`src/rtl/im_arb_pkg.sv`:
```
// Shared constants and helpers for the instruction-memory fetch arbiter.
package im_arb_pkg;

  localparam int unsigned ADDR_W_DEF     = 16;
  localparam int unsigned DATA_W_DEF     = 16;
  localparam int unsigned STARVE_MAX_DEF = 4;

  // Requester index; also the tag carried with each in-flight read.
  typedef enum logic {
    PORT_F = 1'b0,
    PORT_D = 1'b1
  } port_e;

  // Outstanding responses a port still owns after this edge.
  // pop is only ever set while count is non-zero, so no underflow.
  function automatic logic [2:0] credit(input logic [1:0] count,
                                        input logic       inflight,
                                        input logic       pop);
    return {1'b0, count} + {2'b00, inflight} - {2'b00, pop};
  endfunction

endpackage

```
`src/rtl/im_fetch_arb_if.sv`:
```
// Requester handshakes plus the instruction-memory port of im_fetch_arb.
interface im_fetch_arb_if #(
  parameter int unsigned ADDR_W = im_arb_pkg::ADDR_W_DEF,
  parameter int unsigned DATA_W = im_arb_pkg::DATA_W_DEF
) ();

  logic              f_req_valid;
  logic              f_req_ready;
  logic [ADDR_W-1:0] f_req_addr;
  logic              f_flush;
  logic              f_rsp_valid;
  logic              f_rsp_ready;
  logic [DATA_W-1:0] f_rsp_instr;

  logic              d_req_valid;
  logic              d_req_ready;
  logic [ADDR_W-1:0] d_req_addr;
  logic              d_rsp_valid;
  logic              d_rsp_ready;
  logic [DATA_W-1:0] d_rsp_instr;

  logic [ADDR_W-1:0] im_addr;
  logic              im_rd_en;
  logic [DATA_W-1:0] im_instr;

  // Arbiter side.
  modport slave (
    input  f_req_valid, f_req_addr, f_flush, f_rsp_ready,
    input  d_req_valid, d_req_addr, d_rsp_ready,
    input  im_instr,
    output f_req_ready, f_rsp_valid, f_rsp_instr,
    output d_req_ready, d_rsp_valid, d_rsp_instr,
    output im_addr, im_rd_en
  );

  // Requester / memory side.
  modport master (
    output f_req_valid, f_req_addr, f_flush, f_rsp_ready,
    output d_req_valid, d_req_addr, d_rsp_ready,
    output im_instr,
    input  f_req_ready, f_rsp_valid, f_rsp_instr,
    input  d_req_ready, d_rsp_valid, d_rsp_instr,
    input  im_addr, im_rd_en
  );

endinterface

```
`src/rtl/im_rsp_fifo.sv`:
```
// Two-entry first-word-fall-through response FIFO with synchronous clear.
module im_rsp_fifo #(
  parameter int unsigned DATA_W = 16
) (
  input  logic              clk,
  input  logic              rst_n,
  input  logic              clr,
  input  logic              push,
  input  logic [DATA_W-1:0] push_data,
  input  logic              pop,
  output logic              valid,
  output logic [DATA_W-1:0] data,
  output logic [1:0]        count
);

  logic [DATA_W-1:0] mem_q [2];
  logic [DATA_W-1:0] mem_d [2];
  logic              rd_ptr_q, rd_ptr_d;
  logic              wr_ptr_q, wr_ptr_d;
  logic [1:0]        count_q, count_d;
  logic              do_pop;

  // Pointer/count update; a clear discards everything, including a same-edge push.
  always_comb begin
    do_pop   = pop & (count_q != 2'd0);
    mem_d    = mem_q;
    rd_ptr_d = rd_ptr_q;
    wr_ptr_d = wr_ptr_q;
    count_d  = count_q;
    if (clr) begin
      rd_ptr_d = 1'b0;
      wr_ptr_d = 1'b0;
      count_d  = 2'd0;
    end else begin
      if (push) begin
        mem_d[wr_ptr_q] = push_data;
        wr_ptr_d        = ~wr_ptr_q;
      end
      if (do_pop) begin
        rd_ptr_d = ~rd_ptr_q;
      end
      count_d = count_q + {1'b0, push} - {1'b0, do_pop};
    end
  end

  // Storage and pointer registers.
  always_ff @(posedge clk or negedge rst_n) begin
    if (!rst_n) begin
      mem_q    <= '{default: '0};
      rd_ptr_q <= 1'b0;
      wr_ptr_q <= 1'b0;
      count_q  <= 2'd0;
    end else begin
      mem_q    <= mem_d;
      rd_ptr_q <= rd_ptr_d;
      wr_ptr_q <= wr_ptr_d;
      count_q  <= count_d;
    end
  end

  // The upstream credit check must never let a push land on a full FIFO.
  always_ff @(posedge clk) begin
    if (rst_n && !clr) begin
      assert (!(push && !do_pop && count_q == 2'd2));
    end
  end

  assign valid = (count_q != 2'd0);
  assign data  = mem_q[rd_ptr_q];
  assign count = count_q;

endmodule

```
`src/rtl/im_fetch_arb.sv`:
```
// Fetch/debug arbiter and read sequencer for the single-port instruction memory.
module im_fetch_arb
  import im_arb_pkg::*;
#(
  parameter int unsigned ADDR_W     = ADDR_W_DEF,
  parameter int unsigned DATA_W     = DATA_W_DEF,
  parameter int unsigned STARVE_MAX = STARVE_MAX_DEF
) (
  input logic           clk,
  input logic           rst_n,
  im_fetch_arb_if.slave bus
);

  localparam int unsigned      SC_W       = $clog2(STARVE_MAX + 1);
  localparam logic [SC_W-1:0]  STARVE_LIM = SC_W'(STARVE_MAX);

  logic [ADDR_W-1:0] im_addr_q, im_addr_d;
  logic              im_rd_en_q, im_rd_en_d;
  logic              inflight_q, inflight_d;
  port_e             tag_q, tag_d;
  logic [SC_W-1:0]   starve_cnt_q, starve_cnt_d;

  logic              f_valid, d_valid;
  logic [DATA_W-1:0] f_data, d_data;
  logic [1:0]        f_count, d_count;
  logic              f_pop, d_pop;
  logic              f_push, d_push;
  logic [2:0]        f_credit, d_credit;
  logic              f_elig, d_elig;
  logic              f_want, d_want;
  logic              grant_f, grant_d;

  // Credit check and grant: fetch by default, debug when starved or fetch idle.
  always_comb begin
    f_pop    = f_valid & bus.f_rsp_ready;
    d_pop    = d_valid & bus.d_rsp_ready;
    f_credit = credit(f_count, inflight_q & (tag_q == PORT_F), f_pop);
    d_credit = credit(d_count, inflight_q & (tag_q == PORT_D), d_pop);
    f_elig   = (f_credit < 3'd2);
    d_elig   = (d_credit < 3'd2);
    f_want   = bus.f_req_valid & f_elig;
    d_want   = bus.d_req_valid & d_elig;
    grant_d  = d_want & ((starve_cnt_q == STARVE_LIM) | ~f_want);
    grant_f  = f_want & ~grant_d;
  end

  // Issue registers: launch the granted read, otherwise idle the memory.
  always_comb begin
    im_addr_d  = im_addr_q;
    im_rd_en_d = 1'b0;
    inflight_d = 1'b0;
    tag_d      = tag_q;
    if (grant_d) begin
      im_addr_d  = bus.d_req_addr;
      im_rd_en_d = 1'b1;
      inflight_d = 1'b1;
      tag_d      = PORT_D;
    end else if (grant_f) begin
      im_addr_d  = bus.f_req_addr;
      im_rd_en_d = 1'b1;
      inflight_d = 1'b1;
      tag_d      = PORT_F;
    end
  end

  // Starvation counter: counts debug's lost cycles, saturating at the limit.
  always_comb begin
    starve_cnt_d = starve_cnt_q;
    if (grant_d || !bus.d_req_valid) begin
      starve_cnt_d = '0;
    end else if (d_elig && starve_cnt_q != STARVE_LIM) begin
      starve_cnt_d = starve_cnt_q + SC_W'(1);
    end
  end

  // A read is in flight for exactly one cycle and captures on the flush edge
  // itself, so the squash is applied directly to that capture.
  always_comb begin
    f_push = inflight_q & (tag_q == PORT_F) & ~bus.f_flush;
    d_push = inflight_q & (tag_q == PORT_D);
  end

  // Issue, tag and starvation state.
  always_ff @(posedge clk or negedge rst_n) begin
    if (!rst_n) begin
      im_addr_q    <= '0;
      im_rd_en_q   <= 1'b0;
      inflight_q   <= 1'b0;
      tag_q        <= PORT_F;
      starve_cnt_q <= '0;
    end else begin
      im_addr_q    <= im_addr_d;
      im_rd_en_q   <= im_rd_en_d;
      inflight_q   <= inflight_d;
      tag_q        <= tag_d;
      starve_cnt_q <= starve_cnt_d;
    end
  end

  im_rsp_fifo #(.DATA_W(DATA_W)) u_f_fifo (
    .clk       (clk),
    .rst_n     (rst_n),
    .clr       (bus.f_flush),
    .push      (f_push),
    .push_data (bus.im_instr),
    .pop       (f_pop),
    .valid     (f_valid),
    .data      (f_data),
    .count     (f_count)
  );

  im_rsp_fifo #(.DATA_W(DATA_W)) u_d_fifo (
    .clk       (clk),
    .rst_n     (rst_n),
    .clr       (1'b0),
    .push      (d_push),
    .push_data (bus.im_instr),
    .pop       (d_pop),
    .valid     (d_valid),
    .data      (d_data),
    .count     (d_count)
  );

  assign bus.f_req_ready = grant_f;
  assign bus.d_req_ready = grant_d;
  assign bus.f_rsp_valid = f_valid;
  assign bus.f_rsp_instr = f_data;
  assign bus.d_rsp_valid = d_valid;
  assign bus.d_rsp_instr = d_data;
  assign bus.im_addr     = im_addr_q;
  assign bus.im_rd_en    = im_rd_en_q;

endmodule

```
`src/flat_wrapper.sv`:
```
// flat-port wrapper written by rule: the top's interface ports become plain ports
module im_fetch_arb_flat import im_arb_pkg::*;
#(
  parameter int unsigned ADDR_W     = ADDR_W_DEF,
  parameter int unsigned DATA_W     = DATA_W_DEF,
  parameter int unsigned STARVE_MAX = STARVE_MAX_DEF
)
  (clk, rst_n, bus_f_req_valid, bus_f_req_addr, bus_f_flush, bus_f_rsp_ready, bus_d_req_valid, bus_d_req_addr, bus_d_rsp_ready, bus_im_instr, bus_f_req_ready, bus_f_rsp_valid, bus_f_rsp_instr, bus_d_req_ready, bus_d_rsp_valid, bus_d_rsp_instr, bus_im_addr, bus_im_rd_en);
  im_fetch_arb_if #(.ADDR_W(ADDR_W), .DATA_W(DATA_W)) bus_i ();
  input logic clk;
  input logic rst_n;
  input wire logic [$bits(bus_i.f_req_valid)-1:0] bus_f_req_valid;
  input wire logic [$bits(bus_i.f_req_addr)-1:0] bus_f_req_addr;
  input wire logic [$bits(bus_i.f_flush)-1:0] bus_f_flush;
  input wire logic [$bits(bus_i.f_rsp_ready)-1:0] bus_f_rsp_ready;
  input wire logic [$bits(bus_i.d_req_valid)-1:0] bus_d_req_valid;
  input wire logic [$bits(bus_i.d_req_addr)-1:0] bus_d_req_addr;
  input wire logic [$bits(bus_i.d_rsp_ready)-1:0] bus_d_rsp_ready;
  input wire logic [$bits(bus_i.im_instr)-1:0] bus_im_instr;
  output wire logic [$bits(bus_i.f_req_ready)-1:0] bus_f_req_ready;
  output wire logic [$bits(bus_i.f_rsp_valid)-1:0] bus_f_rsp_valid;
  output wire logic [$bits(bus_i.f_rsp_instr)-1:0] bus_f_rsp_instr;
  output wire logic [$bits(bus_i.d_req_ready)-1:0] bus_d_req_ready;
  output wire logic [$bits(bus_i.d_rsp_valid)-1:0] bus_d_rsp_valid;
  output wire logic [$bits(bus_i.d_rsp_instr)-1:0] bus_d_rsp_instr;
  output wire logic [$bits(bus_i.im_addr)-1:0] bus_im_addr;
  output wire logic [$bits(bus_i.im_rd_en)-1:0] bus_im_rd_en;
  assign bus_i.f_req_valid = bus_f_req_valid;
  assign bus_i.f_req_addr = bus_f_req_addr;
  assign bus_i.f_flush = bus_f_flush;
  assign bus_i.f_rsp_ready = bus_f_rsp_ready;
  assign bus_i.d_req_valid = bus_d_req_valid;
  assign bus_i.d_req_addr = bus_d_req_addr;
  assign bus_i.d_rsp_ready = bus_d_rsp_ready;
  assign bus_i.im_instr = bus_im_instr;
  assign bus_f_req_ready = bus_i.f_req_ready;
  assign bus_f_rsp_valid = bus_i.f_rsp_valid;
  assign bus_f_rsp_instr = bus_i.f_rsp_instr;
  assign bus_d_req_ready = bus_i.d_req_ready;
  assign bus_d_rsp_valid = bus_i.d_rsp_valid;
  assign bus_d_rsp_instr = bus_i.d_rsp_instr;
  assign bus_im_addr = bus_i.im_addr;
  assign bus_im_rd_en = bus_i.im_rd_en;
  im_fetch_arb #(.ADDR_W(ADDR_W), .DATA_W(DATA_W), .STARVE_MAX(STARVE_MAX)) u_core (.clk(clk), .rst_n(rst_n), .bus(bus_i));
endmodule
```
`config.mk`:
```
export PLATFORM = sky130hd
export DESIGN_NAME = im_fetch_arb_flat
export DESIGN_NICKNAME = d
export VERILOG_FILES = /design/src/rtl/im_arb_pkg.sv /design/src/rtl/im_fetch_arb_if.sv /design/src/rtl/im_rsp_fifo.sv /design/src/rtl/im_fetch_arb.sv /design/src/flat_wrapper.sv
export SDC_FILE = /design/constraint.sdc
export NUM_CORES = 1
export LEC_CHECK = 0
export ABC_AREA = 1
export BUFFER_PORTS_ARGS = -buffer_cell sky130_fd_sc_hd__buf_4
export CORE_UTILIZATION = 42
export DETAILED_ROUTE_END_ITERATION = 10
export PLACE_DENSITY = 0.61
export SYNTH_ARGS = -nofsm -noshare
export SYNTH_HDL_FRONTEND = slang
export SYNTH_SLANG_ARGS = --single-unit
export TNS_END_PERCENT = 100
```
`constraint.sdc`:
```
create_clock -name clk -period 5.1 [get_ports clk]
set_input_delay 0 -clock clk [delete_from_list [all_inputs] [get_ports clk]]
set_output_delay 0 -clock clk [all_outputs]
set_load 0.1 [all_outputs]
```
==> results of run 1 <==
-- area by class of cell --
class | instances | area, um^2 | share of cell area (%)
Multi-Input combinational cell | 344 | 1730 | 29.0
Timing Repair Buffer | 161 | 1340 | 22.4
Tap cell | 133 | 166 | 2.78
Clock inverter | 3 | 90.1 | 1.51
Inverter | 41 | 154 | 2.57
Sequential cell | 93 | 2330 | 38.9
Clock buffer | 13 | 169 | 2.83
-- kinds of logic (layout without fill, tap and decap cells) --
logic type | count (synthesis) | after routing | share of synthesized area, %
simple gates | 262 | 262 | 26.6
flops | 93 | 93 | 53.2
compound gates | 69 | 69 | 9.28
buf+inv | 67 | 218 | 7.13
fa+ha+maj | 9 | 9 | 2.92
xor+xnor | 4 | 4 | 0.802
-- flip-flops by register name, summed over array words and instances (netlist names) --
register,count
u_core.u_d_fifo.mem_q,32
u_core.u_f_fifo.mem_q,32
u_core.bus.im_addr,16
u_core.starve_cnt_q,3
u_core.u_d_fifo.count,2
u_core.u_f_fifo.count,2
u_core.bus.im_rd_en,1
u_core.tag_q,1
u_core.u_d_fifo.rd_ptr_q,1
u_core.u_d_fifo.wr_ptr_q,1
u_core.u_f_fifo.rd_ptr_q,1
u_core.u_f_fifo.wr_ptr_q,1
-- stage by stage --
stage	cells	cell area (um^2)	worst slack (ps)
after floorplan	504	4370	379
after global placement	720	5200	2100
after detailed placement	720	5200	2000
after CTS	788	5980	1450
after global routing	788	5980	1200
final	788	5980	1440
-- critical path: stages (launching register included) --
cell,delay [ps]
dfrtp_1,420
or2_2,300
nand2_1,90
inv_1,50
ha_1,260
inv_1,60
ha_1,140
inv_1,50
fa_1,610
nand4_2,450
nand2_2,420
nand3_1,130
nand3_1,90
dlygate4sd3_1,550
-- routing by layer --
metal / share of wire [%] / global-route usage, % / vias up
met3: 4.7 / 4.57 / 13
met5: 0 / 0 / -
met2: 48 / 34.5 / 120
met1: 46 / 28.2 / 1788
li1: - / - / 1908
met4: 1.3 / 5.92 / 0
-- cell usage in the layout, fill, tap and decap left out, drive strengths merged --
master       synthesis  layout
fa                   2       2
or2                  4       4
ha                   7       7
clkbuf              10      13
inv                 39      39
dlygate4sd3          0      52
bufinv               0       3
o21ai               68      68
xor2                 3       3
buf                 16     109
xnor2                1       1
nand4                3       3
nand3               72      72
nand2              179     179
dfrtp               93      93
clkinv               2       2
a21oi                1       1
nor2                 4       4
-- cells in the mapped netlist --
cell / instances
inv_2: 3
fa_1: 2
nor2_8: 1
buf_2: 9
nand2_1: 174
a21oi_1: 1
nand4_1: 1
nand2_2: 4
o21ai_0: 36
nand3_4: 1
clkbuf_1: 10
clkinv_1: 2
nor2_1: 3
nand2_4: 1
nand4_2: 1
or2_2: 2
ha_1: 7
nand4_4: 1
xor2_1: 3
nand3_1: 70
nand3_2: 1
xnor2_1: 1
inv_1: 36
buf_4: 1
or2_1: 2
o21ai_2: 16
dfrtp_1: 93
o21ai_1: 16
buf_6: 6
-- repair_timing --
item / 4_1_cts / 5_1_grt
setup endpoints to repair: 0 / 0
hold buffers: 52 / 0
hold endpoints to repair: 71 / 0
-- how the worst max path moves through the flow --
| stage | start | end | slack, ps | depth (start not counted) |
|---|---|---|---|---|
| after floorplan | u_core.u_f_fifo.count[1] | bus_f_req_ready | 380 | 13 |
| after global placement | u_core.u_d_fifo.count[1] | u_core.bus.im_addr[12] | 2100 | 12 |
| after detailed placement | u_core.u_d_fifo.count[1] | u_core.bus.im_addr[2] | 2000 | 12 |
| after CTS | u_core.u_d_fifo.count[1] | u_core.bus.im_addr[2] | 1450 | 13 |
| after global routing | u_core.u_d_fifo.count[1] | u_core.bus.im_addr[5] | 1200 | 13 |
| final | u_core.u_d_fifo.count[1] | u_core.bus.im_addr[11] | 1440 | 13 |
==> metrics.md, run 1 <==
| Metric | Value |
|---|---|
| Routed vias/inst | `4.86` |
| Unique cell type count in the Yosys netlist | `29` |
| Post-CTS Setup Bufs | `0` |
| Clk buf depth | `2` |
| Largest net degree at the start of global routing | `82` |
| Fmax achieved | `273 MHz` |
| CP required | `5400 ps` |
| Antenna Diode Count | `0` |
| Period minus WS final | `3660 ps` |
| Worst slew margin | `29.1%` |
| Reg2Reg Setup Slack | `1440 ps` |
| Ports | `108` |
| Final Cycle Share | `71.7%` |
| DRT Pass-1 Iters | `4` |
| Final Slew Violations | `0` |
| Number of CTS-inserted buffers | `9` |
| Starting density of the core | `44.1%` |
| Hold_ws | `17.1 ps` |
| Reg2reg start | `u_core.u_d_fifo.count[1]` |
| Status | `finished clean` |
| Post-synth top area share | `53.2%` |
| Cell area after synthesis | `4370 um^2` |
| Latest clock arrival within the worst-skew pair | `360 ps` |
| Max-cap viol count | `0` |
| Worst Setup Start Kind | `register` |
| Hold path start | `bus_im_instr[1]` |
| WP data arrival | `3960 ps` |
| Via count | `3829` |
| Iteration-0 DRC Markers | `177` |
| Die W | `104 um` |
| Root buffer cell | `clkbuf_8` |
| Skew final | `6.55 ps` |
| Hold Path End | `u_core.u_f_fifo.mem_q[17]` |
| Final Core Density | `60.3%` |
| Post-Syn Area per Cell | `8.67 um^2` |
| Total global-route track usage | `21.1%` |
| Synth area leader | `dfrtp_1` |
| Final setup TNS | `0 ps` |
| Rows | `36` |
| Dpl hpwl | `7.14 mm` |
| Htree depth | `3` |
| WL/cell | `13.8 um` |
| WHS Path Cells | `3` |
| RSZ-0062 raised after global routing | `no` |
| Critical path class | `reg2reg` |
| FF-to-FF path depth | `13` |
| Sequential area share after synthesis | `53.2%` |
| Synth Warn # | `0` |
| Input/output buffers | `107` |
| Initial antenna violation count | `0` |
| Fill cells | `921` |
| Nets | `714` |
| CTS tree | `built` |
| RR Endpoint | `u_core.bus.im_addr[11]` |
| CTS resizes | `0` |
| Gp weighted congestion | `0.816` |
| Post-Synthesis Cells | `504` |
| CTS clk-pin slew, worst paths | `90 ps` |
| Synthesized flop and latch total | `93` |
| Worst-Margin Slew | `1060 ps` |
| Hold/Removal Path Class | `in2reg` |
| Vias in the first global route | `3703` |
| Full die area | `10800 um^2` |
| DRT antenna net count | `0` |
| Syn Nets | `568` |
| Crit end category | `register` |
| Grt ovf | `0` |
| Routed wire length | `10.9 mm` |
| Ranking of synthesized cells by area | `dfrtp_1 53%, nand2_1 15%, nand3_1 8.0%, o21ai_0 4.1%, o21ai_2 3.2%` |
| Die Y-Extent | `104 um` |
| Endpoints failing setup | `0` |
| DRC viols | `0` |
| Final Hold Fails | `0` |
| Core Area | `9910 um^2` |
| First-pass GRT wire length | `18.0 mm` |
| P&R area growth vs syn | `36.8%` |
| Share of layout cells above drive strength 1 | `23.7%` |
| Crit path max fanout | `17` |
| Clk sinks | `93` |
Power of run 1 is left out: the tool's default activity adds up to more than one toggle a clock period on the data nets, which glitch-free logic cannot reach.
==> run 2: changes to the inputs <==
Settings changed: ABC_AREA 1 to 0.
Clock period 5.1 ns to 3.5 ns, I/O delays scaled along.
==> metrics.md, run 2 <==
| Metric | Value |
|---|---|
| Status | `finished clean` |
| Commonest non-fill, non-tap cell in the layout | `buf_4` |
| Number of CTS-inserted buffers | `9` |
| Gp weighted congestion | `0.715` |
| CP required | `3500 ps` |
| Cell area after synthesis | `4510 um^2` |
| Synthesized flop and latch total | `93` |
| Clk sinks | `93` |
| Unique cell type count in the Yosys netlist | `36` |
| Ports | `108` |
| Core Area | `10400 um^2` |
| WP data arrival | `3320 ps` |
| Sequential area share after synthesis | `51.6%` |
| RSZ-0062 raised after global routing | `no` |
| Final Hold Fails | `0` |
| Fmax achieved | `302 MHz` |
| DRC viols | `0` |
| Crit end category | `output port` |
| Share of layout cells above drive strength 1 | `48.3%` |
| Latest clock arrival within the worst-skew pair | `360 ps` |
| Total global-route track usage | `19.6%` |
| Post-synth top area share | `51.6%` |
| Final Cycle Share | `94.7%` |
| Iteration-0 DRC Markers | `101` |
| Nets | `563` |
| Post-synth EDFFs | `0` |
| P&R area growth vs syn | `36.1%` |
| Full die area | `11200 um^2` |
| Antenna Diode Count | `0` |
| Endpoints failing setup | `0` |
| Critical path class | `reg2out` |
| Worst-Margin Slew | `924 ps` |
| Dpl hpwl | `6.46 mm` |
| CTS tree | `built` |
| Final Slew Violations | `0` |
| Commonest cells post-synth | `96 x mux2_2, 93 x dfrtp_1, 39 x inv_1` |
| Grt ovf | `0` |
| Most numerous cell in the Yosys netlist | `mux2_2` |
| DRT antenna net count | `0` |
| Hold/Removal Path Class | `in2reg` |
| Die W | `106 um` |
| Largest net degree at the start of global routing | `61` |
| Routed vias/inst | `5.11` |
| Via count | `3268` |
| Syn Nets | `408` |
| Period minus WS final | `3320 ps` |
| Crit path max fanout | `17` |
| Initial antenna violation count | `0` |
| Post-Syn Area per Cell | `13.1 um^2` |
| Starting density of the core | `43.5%` |
| First-pass GRT wire length | `17.1 mm` |
| Routed wire length | `10.3 mm` |
| Final setup TNS | `0 ps` |
| Worst Setup Start Kind | `register` |
| CTS clk-pin slew, worst paths | `90 ps` |
| Input/output buffers | `107` |
| Root buffer cell | `clkbuf_8` |
| Synth Warn # | `0` |
| Rows | `37` |
| Htree depth | `3` |
| Die Y-Extent | `106 um` |
| Fill cells | `858` |
| Clk buf depth | `2` |
| Post-Synthesis Cells | `344` |
| Worst slew margin | `38.4%` |
| WL/cell | `16.1 um` |
| Async SR Flop Fraction | `100%` |
| Synth area leader | `dfrtp_1` |
| Ys flop type | `dfrtp_1` |
| Most frequent cells in the layout | `110 x buf_4, 96 x mux2_2, 92 x dfrtp_1` |
| Vias in the first global route | `3425` |
| Max-cap viol count | `0` |
| Skew final | `6.92 ps` |
| Post-CTS Setup Bufs | `0` |
| Ranking of synthesized cells by area | `dfrtp_1 52%, mux2_2 24%, a221oi_1 4.5%, inv_1 3.2%, a221oi_2 3.0%` |
| DRT Pass-1 Iters | `4` |
==> run 2: stage by stage <==
step                instances  utilization [%]  hold slack (ps)  worst slack, ps  instance area, um^2
floorplan                 344                -             -296             55.4                 4520
global placement          572             52.2              131              539                 5420
detailed placement        572             52.2              138              466                 5420
CTS                       639             59.1             21.9             48.4                 6130
global route              639             59.2             71.0             21.7                 6140
finish                    639             59.2             35.0              184                 6140
==> run 2: kinds of logic (layout without fill, tap and decap cells) <==
kind of cell	after synthesis	in the layout	share of synthesized area [%]
mux	96	96	23.9
flops	93	93	51.6
buf+inv	60	219	6.04
compound gates	46	46	9.70
simple gates	33	33	4.16
fa+ha+maj	9	9	2.83
xor+xnor	7	7	1.77
==> run 2: layout make-up <==
class	instances	area [um^2]	share of cell area (%)
Clock inverter	6	72.6	1.18
Clock buffer	9	124	2.02
Inverter	39	146	2.38
Multi-Input combinational cell	191	1920	31.3
Sequential cell	93	2330	37.9
Tap cell	136	170	2.77
Timing Repair Buffer	165	1380	22.5
==> run 2: metal layers <==
layer	vias to the layer above	global-route usage [%]	wire [um]
li1	1526	-	-
met1	1642	26.3	4690
met2	83	31.5	5050
met3	17	3.22	353
met4	0	7.84	211
met5	-	0	0
==> run 2: worst paths after layout <==
path / from / end / slack, ps / cells past startpoint
setup / recovery: u_core.u_d_fifo.count[1] / bus_d_req_ready / 180 / 11
hold / removal: bus_f_req_valid / u_core.bus.im_rd_en / 30 / 3
setup reg to reg: u_core.u_d_fifo.count[1] / u_core.bus.im_addr[1] / 530 / 11
hold reg to reg: u_core.u_d_fifo.count[0] / u_core.u_d_fifo.count[0] / 510 / 1
max in group asynchronous: rst_n / u_core.u_d_fifo.mem_q[16] / 2300 / 3
min in group asynchronous: rst_n / u_core.u_f_fifo.count[1] / 260 / 2
==> run 2: worst max-delay path, stage by stage (launching register included) <==
cell and delay [ps]:
dfrtp_1 430, or2_2 300, and2_1 180, ha_1 280, inv_1 60, ha_1 140
inv_1 60, fa_1 620, and2_1 190, o311a_1 170, buf_4 270, buf_6 270
==> run 2: what timing repair did <==
action                                  in CTS  in global routing
endpoints found under the hold margin      146                  0
resized for setup                            0                  3
hold buffers                                52                  0
endpoints found under the setup margin       0                  2
Power of run 2 is left out for the same reason.
==> run 3: changes to the inputs <==
--- a/constraint.sdc
+++ b/constraint.sdc
@@ -3,2 +3,2 @@
 set_output_delay 0 -clock clk [all_outputs]
-set_load 0.1 [all_outputs]
+set_load 0.005 [all_outputs]
==> metrics.md, run 3 (synthesis gave the netlist of run 2 again) <==
| Metric | Value |
|---|---|
| Htree depth | `3` |
| Vias in the first global route | `3575` |
| Final setup TNS | `0 ps` |
| Full die area | `11200 um^2` |
| Grt ovf | `0` |
| First-pass GRT wire length | `17.3 mm` |
| WHS Path Cells | `4` |
| Initial antenna violation count | `0` |
| Share of layout cells above drive strength 1 | `48.2%` |
| Crit path launch | `u_core.u_d_fifo.count[1]` |
| Hold Path End | `u_core.u_f_fifo.rd_ptr_q` |
| Die W | `106 um` |
| DRT antenna net count | `0` |
| Fill cells | `877` |
| Commonest non-fill, non-tap cell in the layout | `buf_4` |
| Input/output buffers | `107` |
| Nets | `565` |
| CTS clk-pin slew, worst paths | `90 ps` |
| Most frequent cells in the layout | `115 x buf_4, 96 x mux2_2, 93 x dfrtp_1` |
| Clk buf depth | `2` |
| Dpl hpwl | `6.66 mm` |
| Root buffer cell | `clkbuf_8` |
| Crit end category | `output port` |
| Leak | `2.83 nW` |
| FF-to-FF path depth | `11` |
| Final Slew Violations | `0` |
| Worst Setup Start Kind | `register` |
| Gp weighted congestion | `0.733` |
| Post-place setup slack | `415 ps` |
| Routed vias/inst | `5.18` |
| Starting density of the core | `43.5%` |
| Cell area after layout | `6150 um^2` |
| Crit path max fanout | `7` |
| Hold path start | `bus_f_rsp_ready` |
| Power density cells | `868 nW/um^2` |
| CP required | `3500 ps` |
| DP Area | `5430 um^2` |
| Final Cycle Share | `93.3%` |
| WL/cell | `16.2 um` |
| Latest clock arrival within the worst-skew pair | `350 ps` |
| Rows | `37` |
| Skew final | `10.2 ps` |
| Critical path class | `reg2out` |
| Via count | `3327` |
| Core Area | `10400 um^2` |
| Worst-Margin Slew | `896 ps` |
| Die Y-Extent | `106 um` |
| PnR worst setup slack | `235 ps` |
| RR Endpoint | `u_core.bus.im_addr[2]` |
| Iteration-0 DRC Markers | `102` |
| Antenna Diode Count | `0` |
| Routed wire length | `10.4 mm` |
| RSZ-0062 raised after global routing | `no` |
| DRT Pass-1 Iters | `4` |
| Reg2reg start | `u_core.u_d_fifo.count[1]` |
| Largest net degree at the start of global routing | `71` |
| Maximum VDD drop | `382 uV` |
| Fmax achieved | `306 MHz` |
| Endpoints failing setup | `0` |
| WP data arrival | `3260 ps` |
| Number of CTS-inserted buffers | `9` |
| Clk sinks | `93` |
| Worst slew margin | `40.3%` |
| Max-cap viol count | `0` |
| CTS tree | `built` |
| DRC viols | `0` |
| Final Hold Fails | `0` |
| Period minus WS final | `3260 ps` |
| Reg2Reg Setup Slack | `430 ps` |
| Ports | `108` |
| Post-CTS Setup Bufs | `0` |
| P&R area growth vs syn | `36.2%` |
| Status | `finished clean` |
| Final Core Density | `59.3%` |
| Total global-route track usage | `19.7%` |
| Hold/Removal Path Class | `in2reg` |
==> run 3: layout make-up <==
class                           instances  area (um^2)  share of cell area [%]
Clock buffer                           12          155                    2.52
Tap cell                              136          170                    2.77
Timing Repair Buffer                  167         1380                    22.5
Multi-Input combinational cell        191         1930                    31.4
Sequential cell                        93         2330                    37.9
Inverter                               39          146                    2.38
Clock inverter                          4         31.3                   0.509
==> run 3: per-stage QoR <==
step | total power (W) | hold slack, ps | std cells
after floorplan | 0.00355 | -296 | 344
after global placement | 0.00455 | 186 | 574
after detailed placement | 0.00462 | 190 | 574
after CTS | 0.00536 | 49.0 | 642
after global routing | 0.00573 | 76.5 | 642
final | 0.00533 | 53.2 | 642
==> run 3: layer usage <==
layer / share of wire, % / up-vias / global-route usage, %
met5: 0 / - / 0
met4: 3.2 / 0 / 9.92
met3: 4.1 / 32 / 2.91
met2: 49 / 114 / 32.3
met1: 43 / 1643 / 25.4
li1: - / 1538 / -
==> run 3: power by group <==
group	internal (W)	total [W]	switching, W
clock network	0.000300	0.000681	0.000380
logic	0.00157	0.00269	0.00113
registers	0.00160	0.00196	0.000355
total	0.00347	0.00533	0.00186
==> run 3: worst max path at each step <==
stage,endpoint,slack [ps],cells past startpoint
after floorplan,u_core.bus.im_addr[10],520,11
after global placement,u_core.bus.im_addr[4],510,11
after detailed placement,u_core.bus.im_addr[2],410,11
after CTS,bus_d_req_ready,190,11
after global routing,bus_d_req_ready,10,11
final,bus_d_req_ready,240,11
==> run 3: critical path: stages (launching register included) <==
cell and delay (ps):
dfrtp_1 460, or2_2 310, and2_1 190, ha_1 270, inv_1 60, ha_1 140
inv_1 50, fa_1 630, and2_1 280, o311a_1 220, buf_4 180, buf_4 120
==> run 3: timing repair <==
item	in CTS	in global routing
setup endpoints to repair	0	1
gates resized for setup	0	1
endpoints found under the hold margin	156	0
hold buffers	52	0
Note: power is estimated with default switching activity, not from simulation.
